--- src/rtl/im_load_arbiter_if.sv ---
// rtl/im_load_arbiter_if.sv - fetch, loader and IM port signals shared by the arbiter and its neighbours
interface im_load_arbiter_if #(
  parameter int AW    = 11,
  parameter int DW    = 16,
  parameter int LEN_W = 12
);
  logic [AW-1:0]    fetch_addr;
  logic             fetch_rd_en;
  logic             cpu_stall;
  logic             ld_start;
  logic [AW-1:0]    ld_base;
  logic [LEN_W-1:0] ld_len;
  logic             ld_abort;
  logic [7:0]       ld_byte;
  logic             ld_vld;
  logic             ld_rdy;
  logic [AW-1:0]    im_addr;
  logic             im_rd_en;
  logic             im_wr_en;
  logic [DW-1:0]    im_wdata;
  logic             load_done;
  logic             load_err;

  modport slave (
    input  fetch_addr, fetch_rd_en, ld_start, ld_base, ld_len, ld_abort, ld_byte, ld_vld,
    output cpu_stall, ld_rdy, im_addr, im_rd_en, im_wr_en, im_wdata, load_done, load_err
  );

  modport master (
    output fetch_addr, fetch_rd_en, ld_start, ld_base, ld_len, ld_abort, ld_byte, ld_vld,
    input  cpu_stall, ld_rdy, im_addr, im_rd_en, im_wr_en, im_wdata, load_done, load_err
  );
endinterface

--- src/rtl/im_load_arbiter.sv ---
// rtl/im_load_arbiter.sv - shares the IM port between CPU fetch and the UART program loader
// DW must be 16: each word is packed big-endian from two loader bytes.
module im_load_arbiter #(
  parameter int AW    = 11,
  parameter int DW    = 16,
  parameter int LEN_W = 12
) (
  input  logic              clk,
  input  logic              rst_n,
  im_load_arbiter_if.slave  bus
);

  typedef enum logic [2:0] {
    S_IDLE  = 3'd0,
    S_DRAIN = 3'd1,
    S_HI    = 3'd2,
    S_LO    = 3'd3,
    S_WR    = 3'd4,
    S_DONE  = 3'd5
  } state_t;

  state_t           state;
  state_t           state_nxt;
  logic [AW-1:0]    ptr;
  logic [LEN_W-1:0] len;
  logic [LEN_W-1:0] cnt;
  logic [LEN_W-1:0] cnt_inc;
  logic [7:0]       hi_byte;
  logic [DW-1:0]    wdata_q;
  logic             err_q;
  logic             start_ok;
  logic             abort_act;

  assign cnt_inc   = cnt + LEN_W'(1);
  assign start_ok  = bus.ld_start && (bus.ld_len != '0);
  assign abort_act = bus.ld_abort &&
                     ((state == S_DRAIN) || (state == S_HI) || (state == S_LO) || (state == S_WR));

  always_ff @(posedge clk or negedge rst_n) begin
    if (!rst_n) state <= S_IDLE;
    else        state <= state_nxt;
  end

  always_comb begin
    state_nxt = state;
    case (state)
      S_IDLE:  if (start_ok) state_nxt = S_DRAIN;
      S_DRAIN: state_nxt = abort_act ? S_IDLE : S_HI;
      S_HI: begin
        if (abort_act)       state_nxt = S_IDLE;
        else if (bus.ld_vld) state_nxt = S_LO;
      end
      S_LO: begin
        if (abort_act)       state_nxt = S_IDLE;
        else if (bus.ld_vld) state_nxt = S_WR;
      end
      S_WR: begin
        if (abort_act)          state_nxt = S_IDLE;
        else if (cnt_inc == len) state_nxt = S_DONE;
        else                    state_nxt = S_HI;
      end
      S_DONE:  state_nxt = S_IDLE;
      default: state_nxt = S_IDLE;
    endcase
  end

  // A write already on the port in WR completes even if abort arrives that cycle.
  always_ff @(posedge clk or negedge rst_n) begin
    if (!rst_n) begin
      ptr     <= '0;
      len     <= '0;
      cnt     <= '0;
      hi_byte <= '0;
      wdata_q <= '0;
      err_q   <= 1'b0;
    end else begin
      if (abort_act) err_q <= 1'b1;
      case (state)
        S_IDLE: if (start_ok) begin
          ptr   <= bus.ld_base;
          len   <= bus.ld_len;
          cnt   <= '0;
          err_q <= 1'b0;
        end
        S_HI: if (bus.ld_vld && !abort_act) hi_byte <= bus.ld_byte;
        S_LO: if (bus.ld_vld && !abort_act) wdata_q <= {hi_byte, bus.ld_byte};
        S_WR: begin
          ptr <= ptr + AW'(1);
          cnt <= cnt_inc;
        end
        default: ;
      endcase
    end
  end

  always_comb begin
    bus.cpu_stall = 1'b1;
    bus.ld_rdy    = 1'b0;
    bus.im_addr   = ptr;
    bus.im_rd_en  = 1'b0;
    bus.im_wr_en  = 1'b0;
    bus.load_done = 1'b0;
    case (state)
      S_IDLE: begin
        bus.cpu_stall = 1'b0;
        bus.im_addr   = bus.fetch_addr;
        bus.im_rd_en  = bus.fetch_rd_en;
      end
      S_DRAIN: bus.im_addr   = bus.fetch_addr;
      S_HI:    bus.ld_rdy    = 1'b1;
      S_LO:    bus.ld_rdy    = 1'b1;
      S_WR:    bus.im_wr_en  = 1'b1;
      S_DONE:  bus.load_done = 1'b1;
      default: ;
    endcase
  end

  assign bus.im_wdata = wdata_q;
  assign bus.load_err = err_q;

endmodule

--- src/flat_wrapper.sv ---
// flat-port wrapper written by rule: the top's interface ports become plain ports
module im_load_arbiter_flat 
#(
  parameter int AW    = 11,
  parameter int DW    = 16,
  parameter int LEN_W = 12
)
  (clk, rst_n, bus_fetch_addr, bus_fetch_rd_en, bus_ld_start, bus_ld_base, bus_ld_len, bus_ld_abort, bus_ld_byte, bus_ld_vld, bus_cpu_stall, bus_ld_rdy, bus_im_addr, bus_im_rd_en, bus_im_wr_en, bus_im_wdata, bus_load_done, bus_load_err);
  im_load_arbiter_if #(.AW(AW), .DW(DW), .LEN_W(LEN_W)) bus_i ();
  input  logic clk;
  input  logic rst_n;
  input wire logic [$bits(bus_i.fetch_addr)-1:0] bus_fetch_addr;
  input wire logic [$bits(bus_i.fetch_rd_en)-1:0] bus_fetch_rd_en;
  input wire logic [$bits(bus_i.ld_start)-1:0] bus_ld_start;
  input wire logic [$bits(bus_i.ld_base)-1:0] bus_ld_base;
  input wire logic [$bits(bus_i.ld_len)-1:0] bus_ld_len;
  input wire logic [$bits(bus_i.ld_abort)-1:0] bus_ld_abort;
  input wire logic [$bits(bus_i.ld_byte)-1:0] bus_ld_byte;
  input wire logic [$bits(bus_i.ld_vld)-1:0] bus_ld_vld;
  output wire logic [$bits(bus_i.cpu_stall)-1:0] bus_cpu_stall;
  output wire logic [$bits(bus_i.ld_rdy)-1:0] bus_ld_rdy;
  output wire logic [$bits(bus_i.im_addr)-1:0] bus_im_addr;
  output wire logic [$bits(bus_i.im_rd_en)-1:0] bus_im_rd_en;
  output wire logic [$bits(bus_i.im_wr_en)-1:0] bus_im_wr_en;
  output wire logic [$bits(bus_i.im_wdata)-1:0] bus_im_wdata;
  output wire logic [$bits(bus_i.load_done)-1:0] bus_load_done;
  output wire logic [$bits(bus_i.load_err)-1:0] bus_load_err;
  assign bus_i.fetch_addr = bus_fetch_addr;
  assign bus_i.fetch_rd_en = bus_fetch_rd_en;
  assign bus_i.ld_start = bus_ld_start;
  assign bus_i.ld_base = bus_ld_base;
  assign bus_i.ld_len = bus_ld_len;
  assign bus_i.ld_abort = bus_ld_abort;
  assign bus_i.ld_byte = bus_ld_byte;
  assign bus_i.ld_vld = bus_ld_vld;
  assign bus_cpu_stall = bus_i.cpu_stall;
  assign bus_ld_rdy = bus_i.ld_rdy;
  assign bus_im_addr = bus_i.im_addr;
  assign bus_im_rd_en = bus_i.im_rd_en;
  assign bus_im_wr_en = bus_i.im_wr_en;
  assign bus_im_wdata = bus_i.im_wdata;
  assign bus_load_done = bus_i.load_done;
  assign bus_load_err = bus_i.load_err;
  im_load_arbiter #(.AW(AW), .DW(DW), .LEN_W(LEN_W)) u_core (.clk(clk), .rst_n(rst_n), .bus(bus_i));
endmodule
--- config.mk ---
export PLATFORM = sky130hd
export DESIGN_NAME = im_load_arbiter_flat
export DESIGN_NICKNAME = d
export VERILOG_FILES = /design/src/rtl/im_load_arbiter_if.sv /design/src/rtl/im_load_arbiter.sv /design/src/flat_wrapper.sv
export SDC_FILE = /design/constraint.sdc
export NUM_CORES = 1
export LEC_CHECK = 0
export BUFFER_PORTS_ARGS = -buffer_cell sky130_fd_sc_hd__buf_4
export CORE_ASPECT_RATIO = 1.2
export CORE_MARGIN = 2
export CORE_UTILIZATION = 57
export DETAILED_ROUTE_END_ITERATION = 8
export PLACE_DENSITY = 0.85
export REMOVE_ABC_BUFFERS = 1
export SKIP_CTS_REPAIR_TIMING = 1
export SLEW_MARGIN = 15
export SYNTH_ARGS = -nofsm -noshare
export SYNTH_HDL_FRONTEND = slang
export SYNTH_SLANG_ARGS = --single-unit
export TNS_END_PERCENT = 5
--- constraint.sdc ---
create_clock -name clk -period 3.8 [get_ports clk]
set_input_delay 0.19 -clock clk [delete_from_list [all_inputs] [get_ports clk]]
set_output_delay 0.19 -clock clk [all_outputs]
set_load 0.005 [all_outputs]
==> impl_metrics.ini <==
[sta]
hold_viol_final = 63
layout_setup_ws_ps = 1130
setup_tns_ps = 0
rsz0062_at_grt = false
period_minus_slack_ps = 2670
setup_viol = 0
fin_skew_ps = 6.36
slew_violations = 0
tightest_slew_ps = 970
finalCritPeriodShare = 0.702
holdWs_ps = -72.4
relSlewSlack = 0.351
fmax_mhz = 375

[logic_synthesis]
synth_edf_count = 0
ys_warn_count = 0
netlist_instances = 326
yosysUniqueCellTypes = 52
ys_ff_latch = 63
synth.avg_cell_area_sq_um = 9.94
synthArstFlopShare = 1.00
ys.flop_type = dfrtp_1
synthesis.area_sq_um = 3240
ys_seq_area_frac = 0.486

[hold_path]
holdCritPathClass = in -> async

[critical_path]
cp_slowest_cell = nand2_1
crit_type = reg -> reg
cp-start-kind = flop
cp.arrival_ps = 2920
cp_slowest_stage_delay_ps = 490
cpMostUsedCell = and3_1
worstPathCellList = nor2_1 > nand2_1 > inv_2 > and3_1 > and2_1 > and3_1 > nor3_1 > a211oi_1
crit_path_end_kind = flop
required_ps = 4050
path_max_fanout = 23

[route]
detail_route.iter0.violations = 118
drtAntennaViolNets = 0
vias = 2674
wirelength_um = 7320
drcViolationCount = 0
wl_per_cell_um = 15.5
viasPerCell = 5.67
dr.pass1.iters = 4

[grt]
grt.busiest_layer = met2
antenna_found_initial = 0
gr-usage-met3 = 0.0407
grt_pass1_wl_um = 11900
grtUsageTotal = 0.249
grt-ovfl-total = 0
grt_max_degree = 64
grt_pass1_vias = 2496
grtUsageMet2 = 0.400
use_met1 = 0.324

[floorplan]
io_pins = 81
rows = 30
dieHeight_um = 86.6
die_x_um = 72.8
dieArea_sq_um = 6310
design.core.area_sq_um = 5590
start_util = 0.580

[cts]
cts_max_level = 3
cts_root_buffer = clkbuf_8
cts_buffers = 9
clkLatencyLatePin_ps = 350
clkSinkCount = 63
clk_transition_reported_paths_ps = 70
cts_tree = yes
clockBufferDepth = 2

[placement]
dp_slack_ps = 1200
place_congestion = 0.819
place_hpwl_um = 5170
portBuffers = 80

[run_status]
violations = hold timing
status = complete, but fails checks

[power]
peakVddDrop_uv = 407
power_density_nw_per_um2 = 630
cellLeakagePower_nw = 1.94

[final_layout]
fin_nets = 454
area_growth_pct = 27.6
n_antenna_cell = 0
n_fill_cell = 385
drive_gt1_frac = 0.275

[flow_run]
drv_cap = 0
[Yosys cell counts (5+ instances only)]
library cell / count / area share
a21oi_1: 6 / 0.0093
and3_1: 7 / 0.014
nand2_1: 74 / 0.086
a211oi_1: 7 / 0.016
nand3_1: 8 / 0.012
xnor2_1: 11 / 0.030
nor3_1: 9 / 0.014
dfrtp_1: 63 / 0.49
mux2_1: 34 / 0.12
nor2_1: 21 / 0.024
o31ai_1: 5 / 0.012
clkbuf_1: 12 / 0.014
o21ai_1: 12 / 0.019
[where the power goes]
group / internal, W / switching (W)
registers: 0.000900 / 0.000182
logic: 0.000414 / 0.000338
clock network: 0.000504 / 0.000269
[state kept, by name, indices dropped and copies added, names as in the netlist]
register / flops
u_core.bus.im_wdata: 16
u_core.cnt: 12
u_core.len: 12
u_core.ptr: 11
u_core.hi_byte: 8
u_core.state: 3
u_core.bus.load_err: 1
[metal layers]
| layer | up-vias | routed length, um |
|---|---|---|
| met1 | 1261 | 3080 |
| met4 | 0 | 209 |
| met3 | 18 | 384 |
| met5 | - | 0 |
| met2 | 95 | 3650 |
| li1 | 1300 | - |
[logic make-up after synthesis]
| logic type | share of synthesized area |
|---|---|
| XOR/XNOR | 0.0405 |
| flip-flops | 0.486 |
| AO/OA/AOI/OAI | 0.110 |
| AND/OR/NAND/NOR | 0.202 |
| buffers and inverters | 0.0247 |
| multiplexers | 0.125 |
| adder cells (fa/ha/maj) | 0.0116 |
[metrics by stage]
stage | area [sq um] | instances | hold WS (ps) | total power, W | utilization
final | 4140 | 472 | -72.4 | 0.00261 | 0.740
after global routing | 4140 | 472 | 1.81 | 0.00276 | 0.740
after CTS | 4130 | 472 | -51.3 | 0.00262 | 0.739
after detailed placement | 3860 | 456 | 323 | 0.00184 | 0.691
after global placement | 3860 | 456 | 321 | 0.00180 | 0.691
after floorplan | 3170 | 310 | -106 | 0.00148 | -
[critical path: cells and delay by family (launching register included)]
| family | cells | cell delay, ps |
|---|---|---|
| and+or+nand+nor | 6 | 1390 |
| DFF | 1 | 460 |
| buffers and inverters | 1 | 450 |
| AOI/OAI and AO/OA | 1 | 260 |
[placed cells by master (no fill, tap or decap), drive strengths merged, types with 2 or more instances in the layout]
cell type  Yosys  layout
buf            4      82
clkinv         0       2
mux2          35      35
dfrtp         63      63
and2           3       3
o21ai         16      16
nand3          9       9
inv            2       2
a21oi          6       6
a211oi         7       7
nor2          21      21
xnor2         11      11
or3            3       3
clkbuf        12       9
nand2         74      74
nor3          10      10
bufinv         0       4
ha             3       3
or4            4       4
o31ai          6       6
nor4           4       4
xor2           4       4
o211ai         2       2
and3           7       7
[worst paths after layout]
kind,depth (start not counted),startpoint,slack [ps],end
worst max-delay path,8,u_core.state[0],1130,u_core.ptr[10]
worst min-delay path,1,rst_n,-70,u_core.hi_byte[6]
worst max register to register,8,u_core.state[0],1130,u_core.ptr[10]
worst min register to register,1,u_core.hi_byte[5],480,u_core.bus.im_wdata[13]
max in group asynchronous,1,rst_n,3380,u_core.ptr[4]
min in group clk,3,bus_ld_len[7],40,u_core.len[7]
[layout make-up]
cell class                      instances  area, sq um  share of cell area
Multi-Input combinational cell        245         1590               0.384
Sequential cell                        63         1580               0.381
Timing Repair Buffer                   82          616               0.149
Clock inverter                          7          145              0.0351
Clock buffer                            9          124              0.0299
Tap cell                               64         80.1              0.0194
Inverter                                2         7.51             0.00181
Note: power is estimated with default switching activity, not from simulation.
